<file path="src/rtl/discrete_iir_node_pkg.sv">
// Shared state type and fixed-point helpers for discrete_iir_node.
// Define DISCRETE_NODE_SAT_EN to saturate the node result instead of wrapping it.
package discrete_pkg;

  typedef enum logic [1:0] {StIdle, StLoad, StMac, StUpdate} state_e;

  // Wide enough for n_in + 1 full-scale products, so the running sum cannot overflow.
  function automatic int unsigned acc_width(int unsigned n_in, int unsigned width,
                                            int unsigned cw);
    return width + cw + $clog2(n_in + 1);
  endfunction

  // Reduces a post-shift value to a width-bit signed result, sign-extended to 64 bits.
  function automatic logic signed [63:0] reduce_result(logic signed [63:0] v,
                                                      int unsigned width);
`ifdef DISCRETE_NODE_SAT_EN
    logic signed [63:0] hi;
    logic signed [63:0] lo;
    hi = (64'sd1 <<< (width - 1)) - 64'sd1;
    lo = -hi - 64'sd1;
    if (v > hi) return hi;
    if (v < lo) return lo;
    return v;
`else
    return (v <<< (64 - width)) >>> (64 - width);
`endif
  endfunction

endpackage

</file>
<file path="src/rtl/discrete_iir_node_if.sv">
// Sample, coefficient-load and result signals of one discrete_iir_node.
interface discrete_iir_node_if #(
  parameter int unsigned N_IN  = 3,
  parameter int unsigned WIDTH = 16,
  parameter int unsigned CW    = 16
) ();

  logic                      sample_stb;
  logic [N_IN*WIDTH-1:0]     x_in;
  logic                      coef_we;
  logic [3:0]                coef_addr;
  logic signed [CW-1:0]      coef_data;
  logic                      overrun_clr;
  logic signed [WIDTH-1:0]   y_out;
  logic                      y_valid;
  logic                      busy;
  logic                      overrun;

  modport master (
    output sample_stb, x_in, coef_we, coef_addr, coef_data, overrun_clr,
    input  y_out, y_valid, busy, overrun
  );

  modport slave (
    input  sample_stb, x_in, coef_we, coef_addr, coef_data, overrun_clr,
    output y_out, y_valid, busy, overrun
  );

endinterface

</file>
<file path="src/rtl/discrete_mac.sv">
// Registered signed multiply-accumulate with synchronous clear and enable.
module discrete_mac #(
  parameter int unsigned AW = 34,
  parameter int unsigned DW = 16,
  parameter int unsigned CW = 16
) (
  input  logic                 clk_i,
  input  logic                 rst_ni,
  input  logic                 clr_i,
  input  logic                 en_i,
  input  logic signed [CW-1:0] coef_i,
  input  logic signed [DW-1:0] data_i,
  output logic signed [AW-1:0] acc_o
);

  localparam int unsigned PW = DW + CW;

  logic signed [PW-1:0] prod;
  logic signed [AW-1:0] acc_d, acc_q;

  always_comb begin
    prod  = PW'(coef_i) * PW'(data_i);
    acc_d = acc_q;
    if (clr_i) begin
      acc_d = '0;
    end else if (en_i) begin
      acc_d = acc_q + {{(AW - PW){prod[PW-1]}}, prod};
    end
  end

  always_ff @(posedge clk_i or negedge rst_ni) begin
    if (!rst_ni) begin
      acc_q <= '0;
    end else begin
      acc_q <= acc_d;
    end
  end

  assign acc_o = acc_q;

endmodule

</file>
<file path="src/rtl/discrete_iir_node.sv">
// First-order node y[n] = a*y[n-1] + sum b_i*x_i[n] using one time-multiplexed multiplier.
// Result reduction (saturate vs wrap) is selected by DISCRETE_NODE_SAT_EN.
module discrete_iir_node
  import discrete_pkg::*;
#(
  parameter int unsigned N_IN  = 3,
  parameter int unsigned WIDTH = 16,
  parameter int unsigned CW    = 16,
  parameter int unsigned CFRAC = 12
) (
  input logic                clk_msdsl,
  input logic                rst_msdsl_n,
  discrete_iir_node_if.slave bus
);

  localparam int unsigned AW = acc_width(N_IN, WIDTH, CW);
  localparam int unsigned KW = $clog2(N_IN + 1);

  state_e                  state_q, state_d;
  logic [KW-1:0]           k_q, k_d;
  logic signed [CW-1:0]    shadow_q [N_IN+1];
  logic signed [CW-1:0]    shadow_d [N_IN+1];
  logic signed [CW-1:0]    active_q [N_IN+1];
  logic signed [CW-1:0]    active_d [N_IN+1];
  logic signed [WIDTH-1:0] x_q [N_IN];
  logic signed [WIDTH-1:0] x_d [N_IN];
  logic signed [WIDTH-1:0] y_q, y_d;
  logic                    overrun_q, overrun_d;

  logic                    mac_clr, mac_en;
  logic signed [CW-1:0]    mac_coef;
  logic signed [WIDTH-1:0] mac_data;
  logic signed [AW-1:0]    acc;
  logic signed [63:0]      acc_ext;
  logic signed [WIDTH-1:0] result;

  discrete_mac #(
    .AW(AW),
    .DW(WIDTH),
    .CW(CW)
  ) u_mac (
    .clk_i (clk_msdsl),
    .rst_ni(rst_msdsl_n),
    .clr_i (mac_clr),
    .en_i  (mac_en),
    .coef_i(mac_coef),
    .data_i(mac_data),
    .acc_o (acc)
  );

  always_comb begin
    acc_ext = {{(64 - AW){acc[AW-1]}}, acc};
    result  = WIDTH'(reduce_result(acc_ext >>> CFRAC, WIDTH));
  end

  // Term 0 is the feedback a*y, terms 1..N_IN are b_(k-1)*x_(k-1).
  always_comb begin
    mac_coef = '0;
    mac_data = y_q;
    for (int unsigned i = 0; i <= N_IN; i++) begin
      if (k_q == KW'(i)) mac_coef = active_q[i];
    end
    for (int unsigned i = 1; i <= N_IN; i++) begin
      if (k_q == KW'(i)) mac_data = x_q[i-1];
    end
  end

  always_comb begin
    state_d   = state_q;
    k_d       = k_q;
    y_d       = y_q;
    shadow_d  = shadow_q;
    active_d  = active_q;
    x_d       = x_q;
    overrun_d = overrun_q;
    mac_clr   = 1'b0;
    mac_en    = 1'b0;

    if (bus.overrun_clr) overrun_d = 1'b0;

    if (bus.coef_we) begin
      for (int unsigned i = 0; i <= N_IN; i++) begin
        if (bus.coef_addr == 4'(i)) shadow_d[i] = bus.coef_data;
      end
    end

    case (state_q)
      StIdle: begin
        if (bus.sample_stb) begin
          // shadow_d so that a write in the accepting cycle is part of this step
          active_d = shadow_d;
          for (int unsigned i = 0; i < N_IN; i++) begin
            x_d[i] = bus.x_in[i*WIDTH +: WIDTH];
          end
          state_d = StLoad;
        end
      end
      StLoad: begin
        mac_clr = 1'b1;
        k_d     = '0;
        state_d = StMac;
      end
      StMac: begin
        mac_en = 1'b1;
        if (k_q == KW'(N_IN)) begin
          state_d = StUpdate;
        end else begin
          k_d = k_q + KW'(1);
        end
      end
      StUpdate: begin
        y_d     = result;
        state_d = StIdle;
      end
      default: state_d = StIdle;
    endcase

    // A dropped strobe beats a simultaneous clear.
    if (bus.sample_stb && (state_q != StIdle)) overrun_d = 1'b1;
  end

  always_ff @(posedge clk_msdsl or negedge rst_msdsl_n) begin
    if (!rst_msdsl_n) begin
      state_q   <= StIdle;
      k_q       <= '0;
      y_q       <= '0;
      overrun_q <= 1'b0;
      for (int unsigned i = 0; i <= N_IN; i++) begin
        shadow_q[i] <= '0;
        active_q[i] <= '0;
      end
      for (int unsigned i = 0; i < N_IN; i++) begin
        x_q[i] <= '0;
      end
    end else begin
      state_q   <= state_d;
      k_q       <= k_d;
      y_q       <= y_d;
      overrun_q <= overrun_d;
      shadow_q  <= shadow_d;
      active_q  <= active_d;
      x_q       <= x_d;
    end
  end

  // The new value is already visible in the y_valid cycle; y_q holds it afterwards.
  assign bus.y_out   = (state_q == StUpdate) ? result : y_q;
  assign bus.y_valid = (state_q == StUpdate);
  assign bus.busy    = (state_q != StIdle);
  assign bus.overrun = overrun_q;

endmodule

</file>
<file path="src/flat_wrapper.sv">
// flat-port wrapper written by rule: the top's interface ports become plain ports
module discrete_iir_node_flat import discrete_pkg::*;
#(
  parameter int unsigned N_IN  = 3,
  parameter int unsigned WIDTH = 16,
  parameter int unsigned CW    = 16,
  parameter int unsigned CFRAC = 12
)
  (clk_msdsl, rst_msdsl_n, bus_sample_stb, bus_x_in, bus_coef_we, bus_coef_addr, bus_coef_data, bus_overrun_clr, bus_y_out, bus_y_valid, bus_busy, bus_overrun);
  discrete_iir_node_if #(.N_IN(N_IN), .WIDTH(WIDTH), .CW(CW)) bus_i ();
  input logic clk_msdsl;
  input logic rst_msdsl_n;
  input wire logic [$bits(bus_i.sample_stb)-1:0] bus_sample_stb;
  input wire logic [$bits(bus_i.x_in)-1:0] bus_x_in;
  input wire logic [$bits(bus_i.coef_we)-1:0] bus_coef_we;
  input wire logic [$bits(bus_i.coef_addr)-1:0] bus_coef_addr;
  input wire logic [$bits(bus_i.coef_data)-1:0] bus_coef_data;
  input wire logic [$bits(bus_i.overrun_clr)-1:0] bus_overrun_clr;
  output wire logic [$bits(bus_i.y_out)-1:0] bus_y_out;
  output wire logic [$bits(bus_i.y_valid)-1:0] bus_y_valid;
  output wire logic [$bits(bus_i.busy)-1:0] bus_busy;
  output wire logic [$bits(bus_i.overrun)-1:0] bus_overrun;
  assign bus_i.sample_stb = bus_sample_stb;
  assign bus_i.x_in = bus_x_in;
  assign bus_i.coef_we = bus_coef_we;
  assign bus_i.coef_addr = bus_coef_addr;
  assign bus_i.coef_data = bus_coef_data;
  assign bus_i.overrun_clr = bus_overrun_clr;
  assign bus_y_out = bus_i.y_out;
  assign bus_y_valid = bus_i.y_valid;
  assign bus_busy = bus_i.busy;
  assign bus_overrun = bus_i.overrun;
  discrete_iir_node #(.N_IN(N_IN), .WIDTH(WIDTH), .CW(CW), .CFRAC(CFRAC)) u_core (.clk_msdsl(clk_msdsl), .rst_msdsl_n(rst_msdsl_n), .bus(bus_i));
endmodule
</file>
<file path="config.mk">
export PLATFORM = sky130hd
export DESIGN_NAME = discrete_iir_node_flat
export DESIGN_NICKNAME = d
export VERILOG_FILES = /design/src/rtl/discrete_iir_node_pkg.sv /design/src/rtl/discrete_iir_node_if.sv /design/src/rtl/discrete_mac.sv /design/src/rtl/discrete_iir_node.sv /design/src/flat_wrapper.sv
export SDC_FILE = /design/constraint.sdc
export NUM_CORES = 1
export LEC_CHECK = 0
export CELL_PAD_IN_SITES_DETAIL_PLACEMENT = 0
export CELL_PAD_IN_SITES_GLOBAL_PLACEMENT = 1
export CORE_MARGIN = 2
export CORE_UTILIZATION = 40
export CTS_BUF_LIST = sky130_fd_sc_hd__clkbuf_8 sky130_fd_sc_hd__clkbuf_16
export DETAILED_ROUTE_END_ITERATION = 12
export PLACE_DENSITY = 0.69
export SYNTH_ARGS = -nofsm -noshare
export SYNTH_HDL_FRONTEND = slang
export SYNTH_HIERARCHICAL = 1
export SYNTH_SLANG_ARGS = --single-unit
</file>
<file path="constraint.sdc">
create_clock -name clk_msdsl -period 29.4 [get_ports clk_msdsl]
set_clock_uncertainty 0.05 [all_clocks]
set_input_delay 5.88 -clock clk_msdsl [delete_from_list [all_inputs] [get_ports clk_msdsl]]
set_output_delay 5.88 -clock clk_msdsl [all_outputs]
set_load 0.005 [all_outputs]
</file>
==> PnR_summary.wiki <==
{| class="wikitable"
! Metric !! Value
|-
| Cell area after synthesis || a little over 20000 um2
|-
| Startpoint type of the worst setup path || flop
|-
| Resized cells post-CTS || 0
|-
| Synth-to-layout area growth || 11.8%
|-
| Classification of the worst setup path || reg2reg
|-
| Number of buffers inserted by post-CTS setup repair || 0
|-
| Pin slew with the least headroom to its limit || 1020 ps
|-
| Max-cap violations || 0
|-
| Classification of the worst-slack hold path || reg2reg
|-
| Library cell used as clock root buffer || sky130_fd_sc_hd__clkbuf_16
|-
| RSZ-0062 raised after global routing || false
|-
| Clock tree from TritonCTS || built
|-
| Standard-cell rows || between 80 and 90
|-
| Result of the run || finished clean
|-
| Critical path required time || 29750 ps
|-
| DRC Markers || 0
|-
| Count of endpoints failing hold in the final timing report || 0
|-
| Die area || 52800 um2
|-
| Synthesized instance count || 2132
|-
| Final number of max-transition violations || 0
|-
| Fin crit period || roughly 10000 ps
|-
| Critical Path Fanout Max || 38
|-
| Layout cells sized above 1 || a little over 7%
|-
| Net Count, Synth || 2561
|-
| Via count normalized by instance count || 5.20
|-
| Post-CTS Hold Buffers || 0
|-
| Cell count after placement || 2798
|-
| Placed wire-length estimate after detailed placement || between 30000 and 40000 um
|-
| Final count of negative-setup-slack endpoints || 0
|-
| Mapped Avg Cell Area || approximately 9.6 um2
|-
| Routed via count || around 15000
|-
| Final-layout setup total negative slack || 0 ps
|-
| Source-to-sink clock delay at the later pin of the worst-skew pair || about 560 ps
|-
| First-pass GRT wire length || 86400 um
|-
| Setup crit end || u_core/u_mac/acc_o[27]
|-
| All-Layer GR Usage || between 20 and 25%
|-
| Placeable Area || about 50000 um2
|-
| Max transition margin || between 30% and 40%
|-
| Peak per-stage delay on the critical path || 700 ps
|-
| Antenna diode count || 0
|-
| Timing-limited maximum frequency || roughly 100 MHz
|-
| Clock transition at path regs || ~60 ps
|-
| Drt first pass iters || 5
|-
| Remaining Overflow, GRT || 0
|-
| Maximum number of pins on one net before global-route repair || 97
|-
| Starting Density || about two fifths
|-
| Crit path launch || u_core/k_q[0]
|-
| Crit path top cell by count || sky130_fd_sc_hd__fa_1
|-
| DR WL/cell || 18.8 um
|-
| Number of buffers added on ports || ~90
|-
| Type of destination of the critical path || flop
|-
| Final period utilization || ~34%
|-
| Ports placed on the boundary || 92
|-
| WL final || ~54000 um
|-
| DR iter-0 viols || between 700 and 800
|-
| Met3 Use GR || 2.36%
|-
| Most Used Layer, Global Route || met2
|-
| Met2 usage in global routing || 36.3%
|-
| Die Span Y || approximately 230 um
|-
| Cell depth of the worst hold path || 2
|-
| Post-DRT Antenna Nets || 0
|-
| Number of global-route vias before repair || approximately 16000
|-
| Clock buffer count from CTS || 26
|-
| Depth of the CTS H-tree || 1
|-
| Width of the die || ~230 um
|-
| Clock sink count || ~230
|-
| GPL Wtd Cong || ~0.86
|-
| Cell at the slowest stage of the critical path || sky130_fd_sc_hd__a22o_1
|-
| Number of cell instances on the worst register-to-register path || 33
|-
| Number of synthesis warnings || 6
|-
| Beginning of the worst register-to-register path || u_core/k_q[0]
|-
| Met1 Resource Use GR || between 20% and 30%
|-
| Initial antenna violation count || 1
|-
| Non-filler cells in the finished layout || 2846
|-
| Reg-to-reg endpoint || u_core/u_mac/acc_o[27]
|-
| Final net count || between 2000 and 3000
|-
| Worst endpoint data arrival time || between 10000 and 15000 ps
|-
| Buffers from clock root to sink, at most || 3
|-
| Worst-case register-to-register setup slack || between 15000 and 20000 ps
|}
[how the worst min path moves through the flow]
| stage | from | to | slack [ps] |
|---|---|---|---|
| floorplan | u_core/shadow_q[60] | u_core/shadow_q[60] | 400 |
| global placement | u_core/shadow_q[62] | u_core/shadow_q[62] | 420 |
| detailed placement | u_core/shadow_q[60] | u_core/shadow_q[60] | 430 |
| CTS | u_core/shadow_q[62] | u_core/shadow_q[62] | 440 |
| global route | u_core/x_q[17] | u_core/x_q[17] | 470 |
| finish | u_core/shadow_q[62] | u_core/shadow_q[62] | 440 |
[metrics by stage]
step                utilization (%)  cell area (um2)  hold WS, ps  setup WS (ps)
floorplan                         -            20400          399          20720
CTS                            45.3            22800          442          19510
global placement               43.4            21800          416          19710
global route                   45.3            22800          472          18880
detailed placement             43.4            21800          427          19560
finish                         45.3            22800          438          19420
[cell type report]
class / count / area [um2]
clock buffer: 36 / 788
multi-input combinational: 1479 / 13100
tap: 672 / 841
fill: 4827 / 27500
sequential: 225 / 5630
inverter: 313 / 1170
timing repair buffer: 109 / 1050
clock inverter: 12 / 160
[layer usage]
layer	share of wire, %	vias up
met2	50	271
met3	3.5	67
met4	2.2	0
met1	44	7557
met5	0	-
li1	-	6905
[cell usage in the layout (no fill, tap or decap), types with 4 or more instances in the layout]
master,n
sky130_fd_sc_hd__o21ai_1,4
sky130_fd_sc_hd__a21o_1,30
sky130_fd_sc_hd__mux2_2,82
sky130_fd_sc_hd__nor3_1,9
sky130_fd_sc_hd__a22o_1,19
sky130_fd_sc_hd__xnor2_1,32
sky130_fd_sc_hd__o22a_1,32
sky130_fd_sc_hd__nand2b_1,8
sky130_fd_sc_hd__fa_1,240
sky130_fd_sc_hd__nand2_1,259
sky130_fd_sc_hd__a21boi_0,34
sky130_fd_sc_hd__nor2_1,99
sky130_fd_sc_hd__and3_1,6
sky130_fd_sc_hd__and2_1,112
sky130_fd_sc_hd__clkdlybuf4s50_1,89
sky130_fd_sc_hd__buf_4,18
sky130_fd_sc_hd__or3_1,5
sky130_fd_sc_hd__dfrtp_1,225
sky130_fd_sc_hd__inv_1,318
sky130_fd_sc_hd__nand3_1,7
sky130_fd_sc_hd__xor2_1,8
sky130_fd_sc_hd__o21a_1,6
sky130_fd_sc_hd__clkbuf_16,26
sky130_fd_sc_hd__a21oi_1,84
sky130_fd_sc_hd__a31oi_1,38
sky130_fd_sc_hd__ha_1,114
sky130_fd_sc_hd__a211oi_1,4
sky130_fd_sc_hd__o21ai_0,113
sky130_fd_sc_hd__o21bai_1,41
sky130_fd_sc_hd__clkbuf_8,10
sky130_fd_sc_hd__nor2b_1,27
sky130_fd_sc_hd__mux2i_1,30
[state kept, by name (all words and copies together) (netlist names)]
| name | count |
|---|---|
| u_core/bus.overrun | 1 |
| u_core/k_q | 2 |
| u_core/state_q | 2 |
| u_core/u_mac/acc_o | 28 |
| u_core/x_q | 48 |
| u_core/shadow_q | 64 |
| u_core/y_q | 16 |
| u_core/active_q | 64 |
[worst max-delay path, delay by kind of cell, from the launching register on]
kind            cells  cell delay [ps]
fa+ha+maj           9             4000
compound gates     11             3070
simple gates        8             1390
buf+inv             4              720
flops               1              440
xor+xnor            1              130
Power is not shown: default switching activity piles up to over one toggle a cycle in this logic, so the estimate is an artifact.
==> patch, RTL diff (same flow settings) <==
`WIDTH` is set to 16 in 3 places; all go to 32.
--- a/src/rtl/discrete_iir_node_if.sv
+++ b/src/rtl/discrete_iir_node_if.sv
@@ -1,7 +1,7 @@
 // Sample, coefficient-load and result signals of one discrete_iir_node.
 interface discrete_iir_node_if #(
   parameter int unsigned N_IN  = 3,
-  parameter int unsigned WIDTH = 16,
+  parameter int unsigned WIDTH = 32,
   parameter int unsigned CW    = 16
 ) ();
 
--- a/src/rtl/discrete_iir_node.sv
+++ b/src/rtl/discrete_iir_node.sv
@@ -4,7 +4,7 @@
   import discrete_pkg::*;
 #(
   parameter int unsigned N_IN  = 3,
-  parameter int unsigned WIDTH = 16,
+  parameter int unsigned WIDTH = 32,
   parameter int unsigned CW    = 16,
   parameter int unsigned CFRAC = 12
 ) (
--- a/src/flat_wrapper.sv
+++ b/src/flat_wrapper.sv
@@ -2,7 +2,7 @@
 module discrete_iir_node_flat import discrete_pkg::*;
 #(
   parameter int unsigned N_IN  = 3,
-  parameter int unsigned WIDTH = 16,
+  parameter int unsigned WIDTH = 32,
   parameter int unsigned CW    = 16,
   parameter int unsigned CFRAC = 12
 )
Ports: changed (resized bus_x_in and bus_y_out); port bits go from 92 to 156. The function was not compared with the original's and may differ.
==> patch against the original RTL <==
Design area grew 61%; worst setup slack lost 0.91 ns; highest routed layer unchanged; wire length grew 79%; first-iteration DRC count grew 79%; sequential cell count grew 80; area after synthesis grew 61%.
Power is not shown: default switching activity piles up to over one toggle a cycle in this logic, so the estimate is an artifact.
==> patch: results (changes against the original RTL) <==
- Gr usage total: 0.2343 (+0.02829)
- Crit path DAT: 11.34 ns (+1.01 ns)
- DP Cell Count: 4781 (+71%)
- Syn Nets: 4477 (+75%)
- H-tree Lvls: 2 (+1)
- Slew headroom: 0.2689 (-0.05142)
- Vias in the first global route: 26430 (+68%)
- Maximum fanout along the worst path: 64 (+68%)
- Hold WC Path Type: flop to flop
- Placed inst area: 0.03525 mm² (+61%)
- Layout cells sized above 1: 0.05181 (-0.01995)
- Slowest-stage cell, CP: buf_4
- Final nets: 4503 (+74%)
- Root buf cell: clkbuf_16
- Status: complete, no violations
- Post-Layout Cell Count: 4855 (+71%)
- Pre-Repair DR Iteration Count: 6 (+1)
- Port buffer count: 155 (+70%)
- Worst slack at placement: 18.56 ns (-1.001 ns)
- Top delay family on crit path: adder cells
- Synthesized instance count: 3727 (+75%)
- Largest registers: u_core/x_q (96), u_core/active_q (64), u_core/shadow_q (64)
- Placer congestion estimate: 0.8690 (+0.56%)
- Initial antenna violation count: 6 (+5)
- Initial DRC Count: 1279 (+79%)
- Largest net degree at the start of global routing: 154 (+59%)
- Worst skew pair latency: 0.61 ns (+0.05 ns)
- Final slew viol count: 0 (unchanged)
- First-pass GRT wire length: 154400 µm (+79%)
- DR WL/cell: 19.78 µm (+5.1%)
- Cts repair resizes: 0 (unchanged)
- DP Wirelength: 70690 µm (+80%)
- CTS buffer count: 40 (+54%)
- Max incr delay on CP: 0.58 ns (-0.12 ns)
- Vias: 24770 (+67%)
## patch: routing by layer
metal | GRT usage | routed length (µm) | part of all wire
met5 | 0 | 0 | 0
met2 | 0.3953 | 47020 | 0.49
met3 | 0.02180 | 3063 | 0.032
met4 | 0.05737 | 2106 | 0.022
met1 | 0.3256 | 43850 | 0.46
## patch: worst reg2reg max path: cells and delay by family (launching register included)
kind,cells,cell delay [ns]
buffers and inverters,6,0.95
XOR/XNOR,1,0.10
flip-flops,1,0.44
AND/OR/NAND/NOR,4,1.27
AO/OA/AOI/OAI,14,3.32
adder cells (fa/ha/maj),9,4.20
multiplexers,1,0.52
## patch: area by class of cell
| cell class | count | area (µm²) |
|---|---|---|
| clock inverter | 25 | 275.3 |
| tap | 1070 | 1339 |
| clock buffer | 47 | 1097 |
| inverter | 607 | 2278 |
| timing repair buffer | 183 | 1774 |
| fill | 8227 | 45080 |
| antenna | 2 | 5.005 |
| sequential | 305 | 7632 |
| multi-input combinational | 2616 | 22230 |
## patch: path summary, 6_finish.rpt
path | start | endpoint | slack [ns] | cells past startpoint
setup reg to reg | u_core/k_q[0]$_DFFE_PN0P_ | u_core/u_mac/acc_o[37]$_DFFE_PN0P_ | 18.51 | 35
setup / recovery | u_core/k_q[0]$_DFFE_PN0P_ | u_core/u_mac/acc_o[37]$_DFFE_PN0P_ | 18.51 | 35
max in group asynchronous | rst_msdsl_n | u_core/shadow_q[25]$_DFF_PN0_ | 22.61 | 2
min in group asynchronous | rst_msdsl_n | u_core/x_q[64]$_DFFE_PN0P_ | 5.30 | 1
hold reg to reg | u_core/x_q[4]$_DFFE_PN0P_ | u_core/x_q[4]$_DFFE_PN0P_ | 0.42 | 2
hold / removal | u_core/x_q[4]$_DFFE_PN0P_ | u_core/x_q[4]$_DFFE_PN0P_ | 0.42 | 2
